==> src/rtl/ddr3_req_arbiter_if.sv <==
// Request bus between N READ/WRITE request sources, the arbiter and the
// single FSM request port.
//
// Handshake: a source raises ch_req_i[c] with ch_wr_i/ch_lst_i/ch_tid_i/
// ch_adr_i stable and holds it until ch_ack_o[c] or ch_err_o[c] is seen
// high at a rising clock edge; that edge completes the transfer. On the FSM
// side mem_wrreq_o/mem_rdreq_o act as valid and mem_wrack_i/mem_rdack_i
// (or the matching *err_i) act as ready; a response of the other type is
// not a completion and is ignored.
interface ddr3_req_arbiter_if #(
  parameter int CHANNELS = 3,
  parameter int ADDRS    = 28,
  parameter int REQID    = 4,
  parameter int CBITS    = $clog2(CHANNELS),
  parameter int TAGW     = REQID + CBITS
);
  logic [CHANNELS-1:0]       ch_req_i;
  logic [CHANNELS-1:0]       ch_wr_i;
  logic [CHANNELS-1:0]       ch_lst_i;
  logic [CHANNELS*REQID-1:0] ch_tid_i;
  logic [CHANNELS*ADDRS-1:0] ch_adr_i;
  logic [CHANNELS-1:0]       ch_ack_o;
  logic [CHANNELS-1:0]       ch_err_o;
  logic                      mem_wrreq_o;
  logic                      mem_rdreq_o;
  logic                      mem_lst_o;
  logic [TAGW-1:0]           mem_tid_o;
  logic [ADDRS-1:0]          mem_adr_o;
  logic                      mem_wrack_i;
  logic                      mem_wrerr_i;
  logic                      mem_rdack_i;
  logic                      mem_rderr_i;

  // Arbiter side.
  modport slave (
    input  ch_req_i, ch_wr_i, ch_lst_i, ch_tid_i, ch_adr_i,
    input  mem_wrack_i, mem_wrerr_i, mem_rdack_i, mem_rderr_i,
    output ch_ack_o, ch_err_o,
    output mem_wrreq_o, mem_rdreq_o, mem_lst_o, mem_tid_o, mem_adr_o
  );

  // Request sources plus FSM side.
  modport master (
    output ch_req_i, ch_wr_i, ch_lst_i, ch_tid_i, ch_adr_i,
    output mem_wrack_i, mem_wrerr_i, mem_rdack_i, mem_rderr_i,
    input  ch_ack_o, ch_err_o,
    input  mem_wrreq_o, mem_rdreq_o, mem_lst_o, mem_tid_o, mem_adr_o
  );
endinterface

==> src/rtl/ddr3_req_arbiter.sv <==
// N-channel READ/WRITE request arbiter in front of the ddr3_fsm request port.
// IDLE picks a winner (round-robin or fixed priority) and registers it; LOCK
// forwards the granted channel combinationally and keeps it until a
// completion carrying lst, an error, or the burst limit with others waiting.
// gnt_vld_o mirrors the FSM state (1 = LOCK) for observation.
module ddr3_req_arbiter #(
  parameter int CHANNELS  = 3,
  parameter int ADDRS     = 28,
  parameter int REQID     = 4,
  parameter int MODE      = 0,
  parameter int MAX_BURST = 8,
  parameter int CBITS     = $clog2(CHANNELS)
) (
  input  logic                 clock,
  input  logic                 arst_n,
  ddr3_req_arbiter_if.slave    bus,
  output logic                 gnt_vld_o,
  output logic [CBITS-1:0]     gnt_idx_o
);
  localparam int CNTW = (MAX_BURST > 0) ? $clog2(MAX_BURST + 1) : 1;
  localparam logic [CBITS:0] CH_N = (CBITS + 1)'(CHANNELS);

  typedef enum logic {S_IDLE = 1'b0, S_LOCK = 1'b1} state_t;

  state_t            r_state;
  logic [CBITS-1:0]  r_ptr;
  logic [CNTW-1:0]   r_cnt;

  logic [CBITS:0]    w_sum;
  logic [CBITS-1:0]  w_idx;
  logic [CBITS-1:0]  w_win;
  logic              w_any;
  logic              w_lock;
  logic              w_g_req;
  logic              w_wr;
  logic              w_lst;
  logic [REQID-1:0]  w_tid;
  logic [ADDRS-1:0]  w_adr;
  logic              w_hit_ack;
  logic              w_hit_err;
  logic              w_acc;
  logic [CHANNELS-1:0] w_gmask;
  logic              w_others;
  logic              w_limit;
  logic              w_release;
  logic [CBITS-1:0]  w_next_ptr;

  // Winner search: scan offsets high to low so the smallest offset from the
  // start point (RR pointer, or 0 for fixed priority) is the one kept.
  always_comb begin
    w_sum = '0;
    w_idx = '0;
    w_win = '0;
    w_any = 1'b0;
    for (int i = CHANNELS - 1; i >= 0; i--) begin
      if (MODE == 0) begin
        w_sum = {1'b0, r_ptr} + (CBITS + 1)'(i);
        if (w_sum >= CH_N) w_sum = w_sum - CH_N;
        w_idx = w_sum[CBITS-1:0];
      end else begin
        w_idx = CBITS'(i);
      end
      if (bus.ch_req_i[w_idx]) begin
        w_win = w_idx;
        w_any = 1'b1;
      end
    end
  end

  // Forwarding from the granted channel and completion / release decode.
  always_comb begin
    w_lock    = (r_state == S_LOCK);
    w_g_req   = bus.ch_req_i[gnt_idx_o];
    w_wr      = bus.ch_wr_i[gnt_idx_o];
    w_lst     = bus.ch_lst_i[gnt_idx_o];
    w_tid     = bus.ch_tid_i[gnt_idx_o*REQID +: REQID];
    w_adr     = bus.ch_adr_i[gnt_idx_o*ADDRS +: ADDRS];
    // Responses of the type not being forwarded do not count.
    w_hit_ack = w_lock & ((bus.mem_wrack_i & w_wr) | (bus.mem_rdack_i & ~w_wr));
    w_hit_err = w_lock & ((bus.mem_wrerr_i & w_wr) | (bus.mem_rderr_i & ~w_wr));
    w_acc     = w_hit_ack | w_hit_err;
    w_gmask   = CHANNELS'(1) << gnt_idx_o;
    w_others  = |(bus.ch_req_i & ~w_gmask);
    // Counter holds the accepts already taken, so this accept is the last
    // one allowed when counter+1 reaches the limit.
    w_limit   = (MAX_BURST != 0) && ((int'(r_cnt) + 1) == MAX_BURST);
    w_release = w_acc & (w_lst | w_hit_err | (w_limit & w_others));
    w_next_ptr = (gnt_idx_o == CBITS'(CHANNELS - 1)) ? '0 : gnt_idx_o + CBITS'(1);

    bus.mem_wrreq_o = w_lock & w_g_req & w_wr;
    bus.mem_rdreq_o = w_lock & w_g_req & ~w_wr;
    bus.mem_lst_o   = w_lock & w_lst;
    bus.mem_tid_o   = w_lock ? {gnt_idx_o, w_tid} : '0;
    bus.mem_adr_o   = w_lock ? w_adr : '0;
    bus.ch_ack_o    = '0;
    bus.ch_err_o    = '0;
    bus.ch_ack_o[gnt_idx_o] = w_hit_ack;
    bus.ch_err_o[gnt_idx_o] = w_hit_err;
  end

  // Grant FSM: register the winner in IDLE, count accepts and release in LOCK.
  always_ff @(posedge clock or negedge arst_n) begin
    if (!arst_n) begin
      r_state   <= S_IDLE;
      gnt_vld_o <= 1'b0;
      gnt_idx_o <= '0;
      r_ptr     <= '0;
      r_cnt     <= '0;
    end else begin
      case (r_state)
        S_IDLE: begin
          if (w_any) begin
            r_state   <= S_LOCK;
            gnt_vld_o <= 1'b1;
            gnt_idx_o <= w_win;
            r_cnt     <= '0;
          end
        end
        S_LOCK: begin
          if (w_acc && (r_cnt != CNTW'(MAX_BURST))) r_cnt <= r_cnt + CNTW'(1);
          if (w_release) begin
            r_state   <= S_IDLE;
            gnt_vld_o <= 1'b0;
            if (MODE == 0) r_ptr <= w_next_ptr;
          end
        end
        default: begin
          r_state   <= S_IDLE;
          gnt_vld_o <= 1'b0;
        end
      endcase
    end
  end
endmodule
==> src/flat_wrapper.sv <==
// flat-port wrapper written by rule: the top's interface ports become plain ports
module ddr3_req_arbiter_flat 
#(
  parameter int CHANNELS  = 3,
  parameter int ADDRS     = 28,
  parameter int REQID     = 4,
  parameter int MODE      = 0,
  parameter int MAX_BURST = 8,
  parameter int CBITS     = $clog2(CHANNELS)
)
  (clock, arst_n, gnt_vld_o, gnt_idx_o, bus_ch_req_i, bus_ch_wr_i, bus_ch_lst_i, bus_ch_tid_i, bus_ch_adr_i, bus_mem_wrack_i, bus_mem_wrerr_i, bus_mem_rdack_i, bus_mem_rderr_i, bus_ch_ack_o, bus_ch_err_o, bus_mem_wrreq_o, bus_mem_rdreq_o, bus_mem_lst_o, bus_mem_tid_o, bus_mem_adr_o);
  ddr3_req_arbiter_if #(.CHANNELS(CHANNELS), .ADDRS(ADDRS), .REQID(REQID), .CBITS(CBITS)) bus_i ();
  input  logic clock;
  input  logic arst_n;
  output logic gnt_vld_o;
  output logic [CBITS-1:0] gnt_idx_o;
  input wire logic [$bits(bus_i.ch_req_i)-1:0] bus_ch_req_i;
  input wire logic [$bits(bus_i.ch_wr_i)-1:0] bus_ch_wr_i;
  input wire logic [$bits(bus_i.ch_lst_i)-1:0] bus_ch_lst_i;
  input wire logic [$bits(bus_i.ch_tid_i)-1:0] bus_ch_tid_i;
  input wire logic [$bits(bus_i.ch_adr_i)-1:0] bus_ch_adr_i;
  input wire logic [$bits(bus_i.mem_wrack_i)-1:0] bus_mem_wrack_i;
  input wire logic [$bits(bus_i.mem_wrerr_i)-1:0] bus_mem_wrerr_i;
  input wire logic [$bits(bus_i.mem_rdack_i)-1:0] bus_mem_rdack_i;
  input wire logic [$bits(bus_i.mem_rderr_i)-1:0] bus_mem_rderr_i;
  output wire logic [$bits(bus_i.ch_ack_o)-1:0] bus_ch_ack_o;
  output wire logic [$bits(bus_i.ch_err_o)-1:0] bus_ch_err_o;
  output wire logic [$bits(bus_i.mem_wrreq_o)-1:0] bus_mem_wrreq_o;
  output wire logic [$bits(bus_i.mem_rdreq_o)-1:0] bus_mem_rdreq_o;
  output wire logic [$bits(bus_i.mem_lst_o)-1:0] bus_mem_lst_o;
  output wire logic [$bits(bus_i.mem_tid_o)-1:0] bus_mem_tid_o;
  output wire logic [$bits(bus_i.mem_adr_o)-1:0] bus_mem_adr_o;
  assign bus_i.ch_req_i = bus_ch_req_i;
  assign bus_i.ch_wr_i = bus_ch_wr_i;
  assign bus_i.ch_lst_i = bus_ch_lst_i;
  assign bus_i.ch_tid_i = bus_ch_tid_i;
  assign bus_i.ch_adr_i = bus_ch_adr_i;
  assign bus_i.mem_wrack_i = bus_mem_wrack_i;
  assign bus_i.mem_wrerr_i = bus_mem_wrerr_i;
  assign bus_i.mem_rdack_i = bus_mem_rdack_i;
  assign bus_i.mem_rderr_i = bus_mem_rderr_i;
  assign bus_ch_ack_o = bus_i.ch_ack_o;
  assign bus_ch_err_o = bus_i.ch_err_o;
  assign bus_mem_wrreq_o = bus_i.mem_wrreq_o;
  assign bus_mem_rdreq_o = bus_i.mem_rdreq_o;
  assign bus_mem_lst_o = bus_i.mem_lst_o;
  assign bus_mem_tid_o = bus_i.mem_tid_o;
  assign bus_mem_adr_o = bus_i.mem_adr_o;
  ddr3_req_arbiter #(.CHANNELS(CHANNELS), .ADDRS(ADDRS), .REQID(REQID), .MODE(MODE), .MAX_BURST(MAX_BURST), .CBITS(CBITS)) u_core (.clock(clock), .arst_n(arst_n), .bus(bus_i), .gnt_vld_o(gnt_vld_o), .gnt_idx_o(gnt_idx_o));
endmodule
==> config.mk <==
export PLATFORM = sky130hd
export DESIGN_NAME = ddr3_req_arbiter_flat
export DESIGN_NICKNAME = d
export VERILOG_FILES = /design/src/rtl/ddr3_req_arbiter_if.sv /design/src/rtl/ddr3_req_arbiter.sv /design/src/flat_wrapper.sv
export SDC_FILE = /design/constraint.sdc
export NUM_CORES = 1
export LEC_CHECK = 0
export ABC_AREA = 1
export CELL_PAD_IN_SITES_DETAIL_PLACEMENT = 1
export CELL_PAD_IN_SITES_GLOBAL_PLACEMENT = 2
export CORE_MARGIN = 3
export CORE_UTILIZATION = 14
export CTS_CLUSTER_SIZE = 20
export DETAILED_ROUTE_END_ITERATION = 16
export PLACE_DENSITY = 0.88
export SETUP_SLACK_MARGIN = 0.4
export SLEW_MARGIN = 20
export SYNTH_ARGS = -nofsm -noshare
export SYNTH_HDL_FRONTEND = slang
export SYNTH_SLANG_ARGS = --single-unit
==> constraint.sdc <==
create_clock -name clock -period 2.65 [get_ports clock]
set_input_delay 0.795 -clock clock [delete_from_list [all_inputs] [get_ports clock]]
set_output_delay 0.795 -clock clock [all_outputs]
set_load 0.02 [all_outputs]
Word-level counts from Yosys, hierarchy flattened
Cells that the tools add are included.

word-level totals
  register bits after elaboration = 10
  logic and storage cells = 96

operators by class
  add/subtract/negate cells = 8
  multiply operators = 1
  $lt $le $gt $ge = 8
  equality and inequality tests = 6
  shifts and indexed selects = 3
  multiplexer cells = 35
  bitwise operators = 23
  reductions and logical operators = 7

operator list
  cell                   number
  $shiftx A84 B8 Y28     1
  $eq A32 B5 Y1 const B  1
  $mux W28               1
  $mux W1                14
  $mux W2                7
  $and A1 B1 Y1          12
  $bmux W1 S2            6
  $lt A2 B3 Y1 const B   4
  $shiftx A12 B5 Y4      1
  $and A3 B3 Y3          3
  $mux W4                2
  $pmux W4 S2            1
  $reduce_and A2 Y1      4
  $ge A3 B2 Y1 const B   2
  $mux W6                1
  $sub A2 B2 Y2 const B  3
  $add A4 B1 Y5 const B  1
  $mul A2 B3 Y5 const B  1
  $or A1 B1 Y1           5
  $add A4 B1 Y4 const B  1
  $ne A2 B2 Y1 const B   2
  $ne A4 B4 Y1 const B   1
  $pmux W1 S2            2
  $add A2 B1 Y3 const B  1
  12 further kinds       14

Longest topological paths before layout
Gate-level depths: netlist of the first run.

  depth after elaboration = 11
  depth in mapped cells = 12
  mapped depth without buffers = 12

Least setup slack after synthesis of the first run
OpenSTA, ideal clock, no wires.

  path type = in2out
  from = input port bus_ch_wr_i[1]
  to = output port bus_ch_ack_o[0]
  arrival = 1480 ps
  required time = 1855 ps
  slack = 375 ps
  stages on the path = 5
  path buffers = 0
  cells stage by stage = nand3_2 -> nand3_2 -> nand2_2 -> nand3_2 -> nor2_1

between the ends
  word-level cells in the longest chain between the ends = 7
  elaborated cells between the ends (all ways) = 8
  those cells by class = mux (2); bitwise (6)

RTL lines
  item                               RTL line                RTL
  from (decl)                        flat_wrapper.sv:18      input wire logic [$bits(bus_i.ch_wr_i)-1:0] bus_ch_wr_i;
  $bmux W1 S2 (*)                    ddr3_req_arbiter.sv:74  w_wr = bus.ch_wr_i[gnt_idx_o];
  $mux W1 (not written as such) (*)  ddr3_req_arbiter.sv:74
  $not A1 Y1                         ddr3_req_arbiter.sv:79  w_hit_ack = w_lock & ((bus.mem_wrack_i & w_wr) | (bus.mem_rdack_i & ~w_wr));
  $and A1 B1 Y1                      ddr3_req_arbiter.sv:79
  $or A1 B1 Y1 (*)                   ddr3_req_arbiter.sv:79
  $and A1 B1 Y1 (*)                  ddr3_req_arbiter.sv:79
  $and A3 B3 Y3 (no line) (*)        n/a
  to (decl)                          flat_wrapper.sv:26      output wire logic [$bits(bus_i.ch_ack_o)-1:0] bus_ch_ack_o;

Every way passes the cells marked *; elsewhere a longest branch is shown, timed or not. The select of a mux whose other input is x is not followed.

Worst setup path after layout of the first run
  from = input port bus_ch_adr_i[32]
  to = output port bus_mem_adr_o[4]

between the ends
  word-level cells in the longest chain between the ends = 2

RTL lines
  item                RTL line                RTL
  from (decl)         flat_wrapper.sv:21      input wire logic [$bits(bus_i.ch_adr_i)-1:0] bus_ch_adr_i;
  $shiftx A84 B8 Y28  ddr3_req_arbiter.sv:77  w_adr = bus.ch_adr_i[gnt_idx_o*ADDRS +: ADDRS];
  $mux W28            ddr3_req_arbiter.sv:94  bus.mem_adr_o = w_lock ? w_adr : '0;
  to (decl)           flat_wrapper.sv:32      output wire logic [$bits(bus_i.mem_adr_o)-1:0] bus_mem_adr_o;

Every way passes these cells.

==> results.cfg, run 1 <==
[logic_synthesis]
synth.area.mux_share = 0
synth_top_area_share = 0.351
synth-simple-area-share = 0.623
synth_seq_cells = 10
synth_xor_area_frac = 0.00994
yosysTopAreaCell = nand2_1
synthCells = 342
syn_nets = 457
yosysSeqAreaShare = 0.142
ys_top_cells_by_area = nand2_1 35%, dfrtp_1 14%, nand3_1 13%
synth_top_family_by_area = simple AND/OR/NAND/NOR gates
synthAdderAreaFrac = 0.0284
ys_warn_count = 0
synth_compound_area_frac = 0.0390
syn_area_um2 = 1760
syn-mean-instance-area_um2 = 5.15
synth_cell_types = 29

[placement]
post-place-ws_ps = -795
routabilityCongestion = 0.774
hpwl_um = 7910
placed_cell_area_um2 = 3710
io_buffers = 156

[critical_path]
crit_required_ps = 1860
cp_max_fo = 1
rr_worst_depth = 12
criticalPathCategory = input port to primary output
crit_arrival_ps = 1690
cp-start-kind = input port
crit_path_end_kind = primary output

[sta]
slew_headroom = 0.675
hold_viol = 0
finClkSkew_ps = 4.61
worst_pin_slew_ps = 486
setup_violations = 0
fin_ws_ps = 167
timing.final.crit_share = 0.937
drv_slew = 0
setup_tns_ps = 0
period_needed_ps = 2480
fmax_ghz = 0.403
rsz0062_at_grt = yes

[min_path]
holdPathStages = 2
hp-class = flip-flop to flip-flop

[power]
power_frac_seq = 0.062
p_leak_uw = 0.00253
power_switching_uw = 2260
total_power_uw = 4570
clockPowerShare = 0.066
sw_frac_of_total = 0.494
power_density_nw_per_um2 = 995
comb_power_share = 0.871
peakVddDrop_mv = 0.535
internal-power_uw = 2310

[clock_tree]
ctsHoldBuffers = 0
htreeDepth = 1
clkLatencyLatePin_ps = 240
clock-sinks = 10
cts_made_buffers = 3
cts.clk_slew.worst_paths_ps = 40
root_buffer = clkbuf_16
clk_path_buf_depth = 2
cts_tree = yes

[detailed_routing]
dr.pass1.iters = 4
drt_iter0_drc = 98
routed_wl_um = 11200
vias_per_cell = 4.16
ant_nets = 0
avgRoutedWirePerCell_um = 15.9
drc = 0
vias = 2932

[flow_run]
cap_violations = 0

[layout]
area_delta_synth_final_pct = 160
diodes = 0
layout_common_cells = 118 x nand2_1, 65 x dlygate4sd2_1, 43 x buf_6
final_common_cell = nand2_1
post-route-util = 0.378
drive_gt1_frac = 0.416
finalInstanceArea_um2 = 4590
fillers = 1528
nNetsFinal = 652

[floorplanning]
die_area_um2 = 14000
rows = 40
coreArea_um2 = 12200
die_y_um = 118
io_pins = 157
die_w_um = 118
start_util = 0.145

[global_route]
grt_pass1_wl_um = 17100
grt_usage = 0.150
grt_pass1_vias = 3092
antenna_found_initial = 0
grt_overflow = 0
grt_max_degree = 31

[status]
status = finished, final reports clean
[worst max-delay path: stages]
cell	delay (ps)
clkdlybuf4s50_1	470
nand2_1	90
nand3_2	90
nand2_1	50
inv_1	70
buf_6	110
[worst paths after layout]
kind,to,startpoint,slack (ps)
worst max-delay path,bus_mem_adr_o[4],bus_ch_adr_i[32],170
worst min-delay path,u_core.r_ptr[0],u_core.r_ptr[0],530
worst max register to register,u_core.r_cnt[1],u_core.gnt_idx_o[1],680
worst min register to register,u_core.r_ptr[0],u_core.r_ptr[0],530
max in group asynchronous,u_core.gnt_idx_o[1],arst_n,1410
min in group asynchronous,u_core.r_state,arst_n,890
[state kept, by name (all words and copies together) (netlist names)]
register / cells
u_core.r_cnt: 4
u_core.gnt_idx_o: 2
u_core.r_ptr: 2
u_core.gnt_vld_o: 1
u_core.r_state: 1
[per-layer routing]
| metal | track usage | up-vias | routed length (µm) |
|---|---|---|---|
| met5 | 0 | - | 0 |
| li1 | - | 1431 | - |
| met4 | 0.0190 | 0 | 128 |
| met3 | 0.0306 | 12 | 742 |
| met1 | 0.182 | 1381 | 4440 |
| met2 | 0.278 | 108 | 5860 |
[synthesized netlist by cell type, drive strengths merged]
library cell / n
ha: 4
clkbuf: 6
nand3: 53
dfrtp: 10
nand2: 175
o221ai: 1
inv: 57
nand3b: 1
nor3: 3
nor2: 11
o21ai: 5
xor2: 1
o211ai: 1
buf: 8
nand4: 2
a21oi: 2
a31oi: 1
xnor2: 1
[metrics by stage]
| step | hold WS, ps | cells |
|---|---|---|
| floorplan | 481 | 342 |
| global placement | 507 | 676 |
| detailed placement | 524 | 676 |
| CTS | 536 | 702 |
| global route | 568 | 704 |
| finish | 531 | 704 |
[final cells by class]
cell class                 count  area, µm²  share of cell area
clock buffer                   4       88.8              0.0193
inverter                      57        216              0.0471
multi-input combinational    261       1680               0.365
sequential                    10        251              0.0548
tap                          168        210              0.0458
timing repair buffer         204       2150               0.468
[cells by family (layout without fill, tap and decap cells)]
kind of cell             after synthesis  in the layout
AND/OR/NAND/NOR                      245            245
buffers and inverters                 71            265
AO/OA/AOI/OAI                         10             10
flip-flops                            10             10
adder cells (fa/ha/maj)                4              4
XOR/XNOR                               2              2
[power by group through the flow]
stage / clock [µW] / sequential [µW] / combinational [µW]
finish: 304 / 285 / 3980
global route: 318 / 295 / 4290
CTS: 308 / 284 / 3680
detailed placement: 0 / 285 / 2950
global placement: 0 / 280 / 2900
floorplan: 0 / 299 / 1560
[timing repair]
action	4_1_cts	5_1_grt
hold endpoints to repair	0	0
gates resized for setup	382	94
pin swaps	82	32
setup buffers	16	1
gates cloned	6	1
setup endpoints to repair	45	41
(Power assumes the default switching activity.)
==> inputs of run 2 (changes only) <==
Settings changed: CAP_MARGIN set to 15.
==> results of run 2 <==
The final DEF is identical to that of run 1; final timing and power are the same.
==> inputs of run 3 (changes only) <==
Settings changed: CORE_ASPECT_RATIO set to 2.
==> run 3 against run 2 <==
  * Critical path depth up 1
  * Design area down 4.2%
  * Critical path type unchanged
  * Via count down 0.34%
  * Largest power group unchanged
  * Final cell count down 4.1%
  * Utilization down 1.9 points
  * Critical endpoint is now bus_ch_ack_o[1]
  * Power down 5.5%
==> results.cfg, run 3 (synthesized netlist as in run 1, its figures left out) <==
[status]
status = finished, final reports clean

[floorplanning]
die_y_um = 165
coreArea_um2 = 12300
die_w_um = 85.4
die_area_um2 = 14100
rows = 57
io_pins = 157
start_util = 0.144

[critical_path]
rr_worst_depth = 13
cp-start-kind = input port
crit_arrival_ps = 1720
worstSetupPathDepth = 7
crit_required_ps = 1860
crit_family = simple AND/OR/NAND/NOR gates
cp_cell_sequence = clkdlybuf4s15_1, nand3_2, nand3_4, nand2_2, nand3_4, nor2_2, buf_4
cp_max_fo = 4
criticalPathCategory = input port to primary output
crit_slowest_cell = clkdlybuf4s15_1
crit_path_end_kind = primary output
max_stage_delay_ps = 180
cp_num_buf_inv = 2
path_common_cell = nand3_4

[layout]
nNetsFinal = 644
post-route-util = 0.359
top_regs = u_core.r_cnt: 4 flops, u_core.gnt_idx_o: 2 flops, u_core.r_ptr: 2 flops
fillers = 1545
area_delta_synth_final_pct = 149
largest_reg_flops = 4
drive_gt1_frac = 0.378
final_common_cell = nand2_1
layout_common_cells = 126 x nand2_1, 79 x dlygate4sd2_1, 45 x buf_6
regMostFlops = u_core.r_cnt

[detailed_routing]
drc = 0
routed_wl_um = 10800
vias_per_cell = 4.33
vias = 2922
drt_iter0_drc = 49
ant_nets = 0
dr.pass1.iters = 4
avgRoutedWirePerCell_um = 16.0

[clock_tree]
clock-sinks = 10
ctsHoldBuffers = 0
cts_made_buffers = 3
root_buffer = clkbuf_16
cts_tree = yes
htreeDepth = 1
cts.clk_slew.worst_paths_ps = 40
clkLatencyLatePin_ps = 240
clk_path_buf_depth = 2

[sta]
drv_slew = 0
timing.final.crit_share = 0.948
setup_violations = 0
fmax_ghz = 0.398
period_needed_ps = 2510
rsz0062_at_grt = yes
finClkSkew_ps = 0.467
fin_ws_ps = 137
worst_pin_slew_ps = 472
hold_viol = 0
slew_headroom = 0.685
holdWs_ps = 511
setup_tns_ps = 0

[placement]
hpwl_um = 8090
post-place-ws_ps = -788
routabilityCongestion = 0.832
io_buffers = 156

[global_route]
grt_max_degree = 31
antenna_found_initial = 1
grt_usage = 0.147
grt_pass1_vias = 3287
grt_pass1_wl_um = 16300
grt_overflow = 0

[power]
total_power_uw = 4320
power_switching_uw = 2200
sw_frac_of_total = 0.510
power_frac_seq = 0.066
peakVddDrop_mv = 0.677
p_leak_uw = 0.00243
power_density_nw_per_um2 = 982
internal-power_uw = 2120
comb_power_share = 0.873
clockPowerShare = 0.062

[min_path]
hp-class = flip-flop to flip-flop
holdPathStages = 2

[flow_run]
cap_violations = 0
==> run 3: changes by cell type in the layout (fill, tap and decap cells not counted), sizes merged, moves of 2 or more <==
cell / change
buf: -10
clkdlybuf4s15: +3
clkdlybuf4s50: -13
dlygate4sd2: +14
dlymetal6s2s: -2
==> run 3: final timing paths <==
kind	from	slack [ps]	endpoint
worst max register to register	u_core.gnt_idx_o[1]	800	u_core.r_ptr[1]
worst max-delay path	bus_ch_wr_i[1]	140	bus_ch_ack_o[1]
max in group asynchronous	arst_n	1420	u_core.gnt_idx_o[1]
worst min register to register	u_core.r_ptr[1]	510	u_core.r_ptr[1]
min in group asynchronous	arst_n	880	u_core.gnt_vld_o
worst min-delay path	u_core.r_ptr[1]	510	u_core.r_ptr[1]
==> run 3: tightest hold or removal path, delay by kind of cell (launching register included) <==
kind / cells / cell delay (ps)
simple gates: 1 / 70
compound gates: 1 / 50
flops: 1 / 360
==> run 3: metal layers <==
metal / vias up / share of wire / wire [µm] / GRT usage
li1: 1413 / - / - / -
met1: 1374 / 0.31 / 3300 / 0.132
met2: 112 / 0.60 / 6500 / 0.313
met3: 23 / 0.056 / 602 / 0.0200
met4: 0 / 0.037 / 395 / 0.0569
met5: - / 0 / 0 / 0
==> run 3: power groups by stage <==
stage | logic, µW | registers, µW | clock network (µW)
after floorplan | 1560 | 299 | 0
after global placement | 2890 | 281 | 0
after detailed placement | 2950 | 283 | 0
after CTS | 3650 | 282 | 272
after global routing | 4110 | 292 | 278
final | 3770 | 284 | 266
==> run 3: timing repair <==
action / in CTS / in global routing
resized for setup: 423 / 64
pin swaps: 72 / 39
gates cloned: 4 / 0
setup buffers: 13 / 0
endpoints found under the setup margin: 44 / 41
==> run 3: area by class of cell <==
type / instances / area (µm²) / share of cell area
inverters: 57 / 226 / 0.0515
flip-flops and latches: 10 / 251 / 0.0572
multi-input cells: 261 / 1670 / 0.379
repair buffers: 196 / 1990 / 0.453
diodes: 1 / 2.50 / 0.000569
clock buffers: 3 / 75.1 / 0.0171
well taps: 147 / 184 / 0.0418
==> run 3: metrics by stage <==
step / area (µm²) / std cells
floorplan: 1770 / 342
global placement: 3670 / 654
detailed placement: 3670 / 654
CTS: 4230 / 674
global route: 4400 / 675
finish: 4400 / 675
